`config.mk`:
```
export PLATFORM = sky130hd
export DESIGN_NAME = notify_arbiter
export DESIGN_NICKNAME = d
export VERILOG_FILES = /design/src/rtl/clock_defs_pkg.sv /design/src/rtl/tick_hold_counter.sv /design/src/rtl/notify_arbiter.sv
export SDC_FILE = /design/constraint.sdc
export NUM_CORES = 1
export LEC_CHECK = 0
export CORE_ASPECT_RATIO = 1.1
export CORE_UTILIZATION = 30
export DETAILED_ROUTE_END_ITERATION = 8
export HOLD_SLACK_MARGIN = 0.15
export SLEW_MARGIN = 20
export SYNTH_ARGS = -nofsm -noshare
export SYNTH_HDL_FRONTEND = slang
export SYNTH_SLANG_ARGS = --single-unit
```
`constraint.sdc`:
```
create_clock -name clk -period 2.15 [get_ports clk]
set_input_delay 0.3225 -clock clk [delete_from_list [all_inputs] [get_ports clk]]
set_output_delay 0.3225 -clock clk [all_outputs]
set_load 0.05 [all_outputs]
```
`src/rtl/clock_defs_pkg.sv`:
```
// Shared encodings for the clock's mode FSM, display mux and notify arbiter.
// Values here must track the mode FSM and display mux decoders exactly.
package clock_defs_pkg;

  typedef enum logic [3:0] {
    MODE_INITIAL        = 4'd0,
    MODE_CLOCK          = 4'd1,
    MODE_SHOW_CLOCK     = 4'd2,
    MODE_CHANGE_MODE    = 4'd3,
    MODE_TIMER          = 4'd4,
    MODE_SHOW_TIMER     = 4'd5,
    MODE_ALARM          = 4'd6,
    MODE_SHOW_ALARM     = 4'd7,
    MODE_SHOW_STOPWATCH = 4'd8
  } mode_e;

  localparam logic [2:0] SRC_CLOCK     = 3'd0;
  localparam logic [2:0] SRC_TIMER     = 3'd1;
  localparam logic [2:0] SRC_ALARM     = 3'd2;
  localparam logic [2:0] SRC_STOPWATCH = 3'd3;
  localparam logic [2:0] SRC_INPUT     = 3'd4;
  localparam logic [2:0] SRC_ERR       = 3'd5;
  localparam logic [2:0] SRC_RING      = 3'd6;

  typedef enum logic [1:0] {
    ST_IDLE       = 2'd0,
    ST_ERR        = 2'd1,
    ST_RING_ALARM = 2'd2,
    ST_RING_TIMER = 2'd3
  } arb_state_e;

  function automatic logic is_ring(
    input arb_state_e s
  );
    return (s == ST_RING_ALARM) ||
           (s == ST_RING_TIMER);
  endfunction

  // Display source for a plain mode when no overlay owns the display.
  function automatic logic [2:0] mode_src(
    input logic [3:0] m
  );
    logic [2:0] src;
    src = SRC_CLOCK;
    case (m)
      MODE_SHOW_CLOCK:     src = SRC_CLOCK;
      MODE_SHOW_TIMER:     src = SRC_TIMER;
      MODE_SHOW_ALARM:     src = SRC_ALARM;
      MODE_SHOW_STOPWATCH: src = SRC_STOPWATCH;
      MODE_INITIAL,
      MODE_CLOCK,
      MODE_CHANGE_MODE,
      MODE_TIMER,
      MODE_ALARM:          src = SRC_INPUT;
      default:             src = SRC_CLOCK;
    endcase
    return src;
  endfunction

endpackage

```
`src/rtl/tick_hold_counter.sv`:
```
// Tick-driven hold counter with synchronous clear.
// done fires on the tick that completes a hold of term+1 ticks.
module tick_hold_counter #(
  parameter int CNT_W = 9
) (
  input  logic             clk,
  input  logic             rst_n,
  input  logic             clr,
  input  logic             en,
  input  logic             tick,
  input  logic [CNT_W-1:0] term,
  output logic             done
);

  logic [CNT_W-1:0] cnt;

  // Clear wins over counting so a tick on the entry edge is not counted.
  always_ff @(posedge clk) begin
    if (!rst_n) begin
      cnt <= '0;
    end else if (clr) begin
      cnt <= '0;
    end else if (en && tick) begin
      cnt <= cnt + 1'b1;
    end
  end

  assign done = en && tick && (cnt == term);

endmodule

```
`src/rtl/notify_arbiter.sv`:
```
// Owns display source select and buzzer: error overlay, alarm/timer rings,
// ring queuing and acknowledge.
module notify_arbiter
  import clock_defs_pkg::*;
#(
  parameter int ERR_TICKS  = 20,
  parameter int RING_TICKS = 300,
  parameter int CNT_W      = 9
) (
  input  logic       clk,
  input  logic       rst_n,
  input  logic       tick,
  input  logic [3:0] mode,
  input  logic       error,
  input  logic       alarm_hit,
  input  logic       timer_done,
  input  logic       esc_flag,
  output logic [2:0] disp_sel,
  output logic       buzzer,
  output logic       ring_active,
  output logic       esc_mask
);

  localparam logic [CNT_W-1:0] ERR_TERM  =
    CNT_W'(ERR_TICKS - 1);
  localparam logic [CNT_W-1:0] RING_TERM =
    CNT_W'(RING_TICKS - 1);

  arb_state_e state;
  arb_state_e nxt;
  logic       pend_alarm;
  logic       pend_timer;

  logic       entry;
  logic       restart;
  logic       ring_end;
  logic       set_pa;
  logic       set_pt;
  logic       clr_pa;
  logic       clr_pt;
  logic       pa_eff;
  logic       pt_eff;

  logic             hold_done;
  logic [CNT_W-1:0] hold_term;
  logic             hold_en;
  logic             hold_clr;

  assign hold_term = (state == ST_ERR) ? ERR_TERM : RING_TERM;
  assign hold_en   = (state != ST_IDLE);
  assign hold_clr  = entry || restart;

  tick_hold_counter #(
    .CNT_W (CNT_W)
  ) u_hold (
    .clk   (clk),
    .rst_n (rst_n),
    .clr   (hold_clr),
    .en    (hold_en),
    .tick  (tick),
    .term  (hold_term),
    .done  (hold_done)
  );

  // Next-state decision: priority, preemption and ring queuing.
  always_comb begin
    nxt      = state;
    entry    = 1'b0;
    restart  = 1'b0;
    ring_end = 1'b0;
    set_pa   = 1'b0;
    set_pt   = 1'b0;
    clr_pa   = 1'b0;
    clr_pt   = 1'b0;
    unique case (state)
      ST_IDLE: begin
        if (alarm_hit) begin
          nxt    = ST_RING_ALARM;
          entry  = 1'b1;
          set_pt = timer_done;
        end else if (timer_done) begin
          nxt   = ST_RING_TIMER;
          entry = 1'b1;
        end else if (error) begin
          nxt   = ST_ERR;
          entry = 1'b1;
        end
      end
      ST_ERR: begin
        if (alarm_hit) begin
          nxt    = ST_RING_ALARM;
          entry  = 1'b1;
          set_pt = timer_done;
        end else if (timer_done) begin
          nxt   = ST_RING_TIMER;
          entry = 1'b1;
        end else if (error) begin
          restart = 1'b1;
        end else if (hold_done) begin
          nxt   = ST_IDLE;
          entry = 1'b1;
        end
      end
      ST_RING_ALARM: begin
        set_pt   = timer_done;
        ring_end = esc_flag || hold_done;
      end
      ST_RING_TIMER: begin
        set_pa   = alarm_hit;
        ring_end = esc_flag || hold_done;
      end
      default: begin
        nxt   = ST_IDLE;
        entry = 1'b1;
      end
    endcase
    // A request arriving on the ending cycle is served straight away.
    pa_eff = pend_alarm || set_pa;
    pt_eff = pend_timer || set_pt;
    if (ring_end) begin
      entry = 1'b1;
      if (pa_eff) begin
        nxt    = ST_RING_ALARM;
        clr_pa = 1'b1;
      end else if (pt_eff) begin
        nxt    = ST_RING_TIMER;
        clr_pt = 1'b1;
      end else begin
        nxt = ST_IDLE;
      end
    end
  end

  // FSM state, pending bits and registered outputs.
  always_ff @(posedge clk) begin
    if (!rst_n) begin
      state      <= ST_IDLE;
      pend_alarm <= 1'b0;
      pend_timer <= 1'b0;
      buzzer     <= 1'b0;
      disp_sel   <= SRC_INPUT;
    end else begin
      state      <= nxt;
      pend_alarm <= pa_eff && !clr_pa;
      pend_timer <= pt_eff && !clr_pt;
      if (is_ring(nxt)) begin
        if (entry) begin
          buzzer <= 1'b1;
        end else if (tick) begin
          buzzer <= ~buzzer;
        end
      end else begin
        buzzer <= 1'b0;
      end
      if (is_ring(state)) begin
        disp_sel <= SRC_RING;
      end else if (state == ST_ERR) begin
        disp_sel <= SRC_ERR;
      end else begin
        disp_sel <= mode_src(mode);
      end
    end
  end

  assign ring_active = is_ring(state);
  assign esc_mask    = is_ring(state);

endmodule

```
* After elaboration in Yosys (flattened, before gate mapping) *
Memories as Yosys holds them, arrays and structs flattened.
Cells that the tools add are included.
Widths: inputs -> output; s select.

storage, ports and cells
  register bits after elaboration = 17
  ROM bits = 48
  input bits = 11
  output and inout bits = 6
  word-level logic and storage cells = 76
  memories = 1

operators by class
  $add $sub $neg = 1
  eq/ne operators = 6
  multiplexer cells = 37
  bitwise logic cells = 2
  reduce and logical (&&, ||, !) cells = 21

memory list
  memory            words  width  rd ports  clocked after Yosys merged registers in  write ports  RTL line              source
  (name not given)  16     3      1         0                                        0            clock_defs_pkg.sv:45  case (m)

operator list
  kind                 count
  $mux 2               12
  $mux 1               21
  $add 9x1->9 const B  1
  $eq 9x9->1           1
  $mux 9               1
  $eq 2x2->1 const B   4
  $reduce_or 2->1      4
  $logic_or 1x1->1     6
  $logic_and 1x1->1    4
  $pmux 1 s2           2
  $pmux 2 s2           1
  $reduce_bool 2->1    2
  $reduce_or 3->1      1
  $eq 2x1->1 const B   1
  $logic_not 1->1      2
  $logic_not 2->1      1
  $not 1->1            2
  $reduce_and 2->1     1

* Logic depth before layout (Yosys ltp) *
  depth after elaboration = 13
  mapped depth = 6
  depth with buffers taken out = 6

* Modules after synthesis *
Synthesis repeated with hierarchy kept, for this count alone.

unflattened totals
  cells, all modules = 120
  area total of the unflattened synthesis = 984.7 um^2

by module, submodules not included
  module             instances  cells each  area an instance (um^2)  sequential area each (um^2)
  tick_hold_counter  1          60          516.7                    180.2
  notify_arbiter     1          60          467.9                    160.2

* Worst setup path after synthesis *
OpenSTA, ideal clock, no wires.

  path kind = register -> output
  start point = reg state[1]
  end point = out ring_active
  arrival time = 1.341 ns
  data required time = 1.827 ns
  path slack = 0.486 ns
  cell stages (with the launch flop) = 4
  path buffers = 3
  cells stage by stage = dfxtp_1 -> buf_4 -> clkbuf_1 -> buf_4

on the way
  longest elaborated chain between the ends = 2
  elaborated cells between the ends (all ways) = 3
  classes of those cells = 2 x eq/ne; 1 x reduce/logical

ends and longest elaborated chain
  item                                  RTL line               source
  from (decl)                           notify_arbiter.sv:29   arb_state_e state;
  from (signal assigned)                notify_arbiter.sv:143  state <= nxt;
  $eq 2x2->1, on equally long branches  -
  $logic_or 1x1->1 (*)                  -
  to (decl)                             notify_arbiter.sv:20   output logic ring_active,

Every way passes the cells marked *; elsewhere a longest branch is shown, timed or not.

* Worst setup path in the final report *
  start point = reg buzzer
  end point = out buzzer

RTL lines
  item                    RTL line               source
  from (decl)             notify_arbiter.sv:19   output logic buzzer,
  from (signal assigned)  notify_arbiter.sv:150  buzzer <= ~buzzer;

No word-level cell between the ends.

==> impl_results.md <==
* Status: finished clean
* Reg2Reg Depth at 5
* Sequential fraction of the synthesis area at 38.5%
* Leak at 0.421 nW
* Total grt overflow at 0
* Reg-to-reg startpoint: u_hold.cnt[4]$_SDFFE_PP0P_
* RSZ-0062 raised after global routing: no
* Final Hold Violating Endpoints at 0
* Fin crit share at 84.5%
* Number of synthesized flops with an enable pin at 0
* Worst flop-to-flop path endpoint: u_hold.cnt[7]$_SDFFE_PP0P_
* Worst vdd rail ir drop at 0.390 mV
* Core ar. at 2780 um2
* CP Class: reg -> out
* Ports at 17
* Detailed-placement wirelength estimate at 1330 um
* Initial DRT Pass Iterations at 4
* Initial antenna violation count at 0
* CP max stage delay at 0.82 ns
* Die X-Extent at 53.8 um
* CTS Hold Bufs at 0
* DRC viols at 0
* Most frequent cell after synthesis: nor2_1
* First-pass GRT wire length at 2900 um
* Min Hold Slack at 0.496 ns
* Top cell type's share of synthesized area at 38.5%
* CP Launch Type: flop
* HP Class: reg -> reg
* Ys flop type: dfxtp_1
* Layout cell share with drive strength beyond 1 at 12.0%
* Mapped Cells at 100
* Detailed-route via count at 735
* Yosys cell types at 36
* Vias in the first global route at 692
* Hold Startpoint: pend_alarm$_SDFF_PN0_
* CTS max path bufs at 2
* GR Util All Layers at 12.8%
* Leading post-synthesis cells by cell area: dfxtp_1 38%, nor2_1 8.1%, xor2_1 5.9%
* Initial core utilization at 31.8%
* Maxcap violations at 0
* CP Data Required Time at 1.83 ns
* Min cycle time layout at 1.82 ns
* H-tree Lvls at 1
* Post-route setup slack at 0.333 ns
* Syn Std Cell Area at 885 um2
* Die ar. at 3170 um2
* Sink Count at 17
* Total wire length at 1750 um
* Final setup viols at 0
* Crit Path Max Fanout at 2
* CTS resizes at 0
* Commonest cells in the netlist: 19 x nor2_1, 17 x dfxtp_1, 6 x nand3_1, 6 x xor2_1, 5 x nand2_1
* Asr flop ratio synth at 0%
* First DRT Iteration DRCs at 14
* Wirelength per Cell at 11.6 um
* Clock Skew at 0.00166 ns
* Clock root cell: clkbuf_4
* Power density over the cells at 615 nW/um2
* Nets at 130
* Reg2reg setup slack at 0.36 ns
* CTS tree: built
* Placer Congestion at 0.793
* Slew Limit Headroom at 67.0%
* Crit. End Element: primary output
* Worst-path clk slew at 0.11 ns
* Final Slew Violations at 0
* Die outline height at 59.0 um
* Placement Setup Slack at 0.147 ns
* Critical path's slowest cell: clkdlybuf4s50_1
* CP Cell Sequence: clkdlybuf4s50_1
* Pin count of the biggest net entering global routing at 11
* Fmax at 0.550 GHz
* Port bufs at 16
* CP arrival at 1.49 ns
* Total Neg Setup Slack at 0 ns
* Syn_area_per_cell at 8.85 um2
* Worst slew pin tran at 0.493 ns
* Clock Latency Late Sink at 0.29 ns
* Worst path buffer plus inverter count at 1
* Yosys warns at 0
* Syn-to-layout area delta at 23.2%
* Worst Hold Depth at 2
* Num rows at 20
* Area leader, netlist: dfxtp_1
* DRT antenna net count at 0
* Hold endpoint: pend_alarm$_SDFF_PN0_
* Top delay family on crit path: buffers and inverters
* Vias per std cell at 4.90
* Diode count at 0
* Synthesized net count at 112
* Number of synthesized register bits at 17
* Setup bufs post-CTS at 0
* CTS Buf Count at 3
[final cells by class]
class,count,area [um2]
fillers,298,1690
multi-input cells,78,514
clock buffers,3,22.5
repair buffers,17,163
flip-flops and latches,17,340
inverters,1,3.75
well taps,33,41.3
clock inverters,1,5.00
[cell families after synthesis]
kind of cell | Yosys count | share of synthesized area, %
and+or+nand+nor | 46 | 26.3
AOI/OAI and AO/OA | 18 | 17.0
DFF | 17 | 38.5
xor gates and xnor gates | 9 | 8.91
buffers and inverters | 5 | 3.39
muxes | 4 | 4.53
adders and majority gates | 1 | 1.41
[sequential cells by signal, indices dropped and copies added (netlist names)]
register / flops
disp_sel: 3
state: 2
buzzer: 1
pend_timer: 1
pend_alarm: 1
u_hold.cnt: 9
[metrics by stage]
stage               utilization, %  cells  power [mW]  cell area (um2)
CTS                           39.2    150       0.679             1090
floorplan                        -    100       0.450              885
global placement              38.2    146       0.501             1060
finish                        39.2    150       0.670             1090
detailed placement            38.2    146       0.501             1060
global route                  39.2    150       0.706             1090
[cells in the final DEF, fill, tap and decap left out, types with 2 or more instances in the layout]
master,instances
buf_4,3
xnor2_1,3
a21oi_1,4
nor2_1,19
dfxtp_1,17
o21a_1,2
nand2_1,5
xor2_1,6
clkdlybuf4s50_1,14
nand3_1,6
nor3_1,2
nor2b_1,2
or2_2,2
clkbuf_4,3
and2_1,2
nand2b_1,2
mux2i_1,4
[where the power goes]
part | total (mW) | internal [mW] | leakage, nW | switching, mW
clock | 0.178 | 0.0692 | 0.0177 | 0.109
combinational | 0.149 | 0.0658 | 0.265 | 0.0832
sequential | 0.343 | 0.329 | 0.139 | 0.0150
[worst max path at each step]
stage,cells after the start,end,from,slack [ns]
floorplan,3,ring_active,state[1]$_SDFF_PN0_,0.49
global placement,6,u_hold.cnt[7]$_SDFFE_PP0P_,tick,0.21
detailed placement,6,u_hold.cnt[7]$_SDFFE_PP0P_,tick,0.15
CTS,1,buzzer,buzzer$_SDFFE_PN0P_,0.32
global route,5,u_hold.cnt[2]$_SDFFE_PP0P_,state[0]$_SDFF_PN0_,0.15
finish,1,buzzer,buzzer$_SDFFE_PN0P_,0.33
[metal layers]
layer / global-route usage, % / vias up / part of all wire [%]
li1: - / 384 / -
met1: 15.6 / 331 / 46
met2: 21.0 / 18 / 47
met3: 3.88 / 2 / 5.6
met4: 4.51 / 0 / 1.1
met5: 0 / - / 0
(Power assumes the default switching activity.)
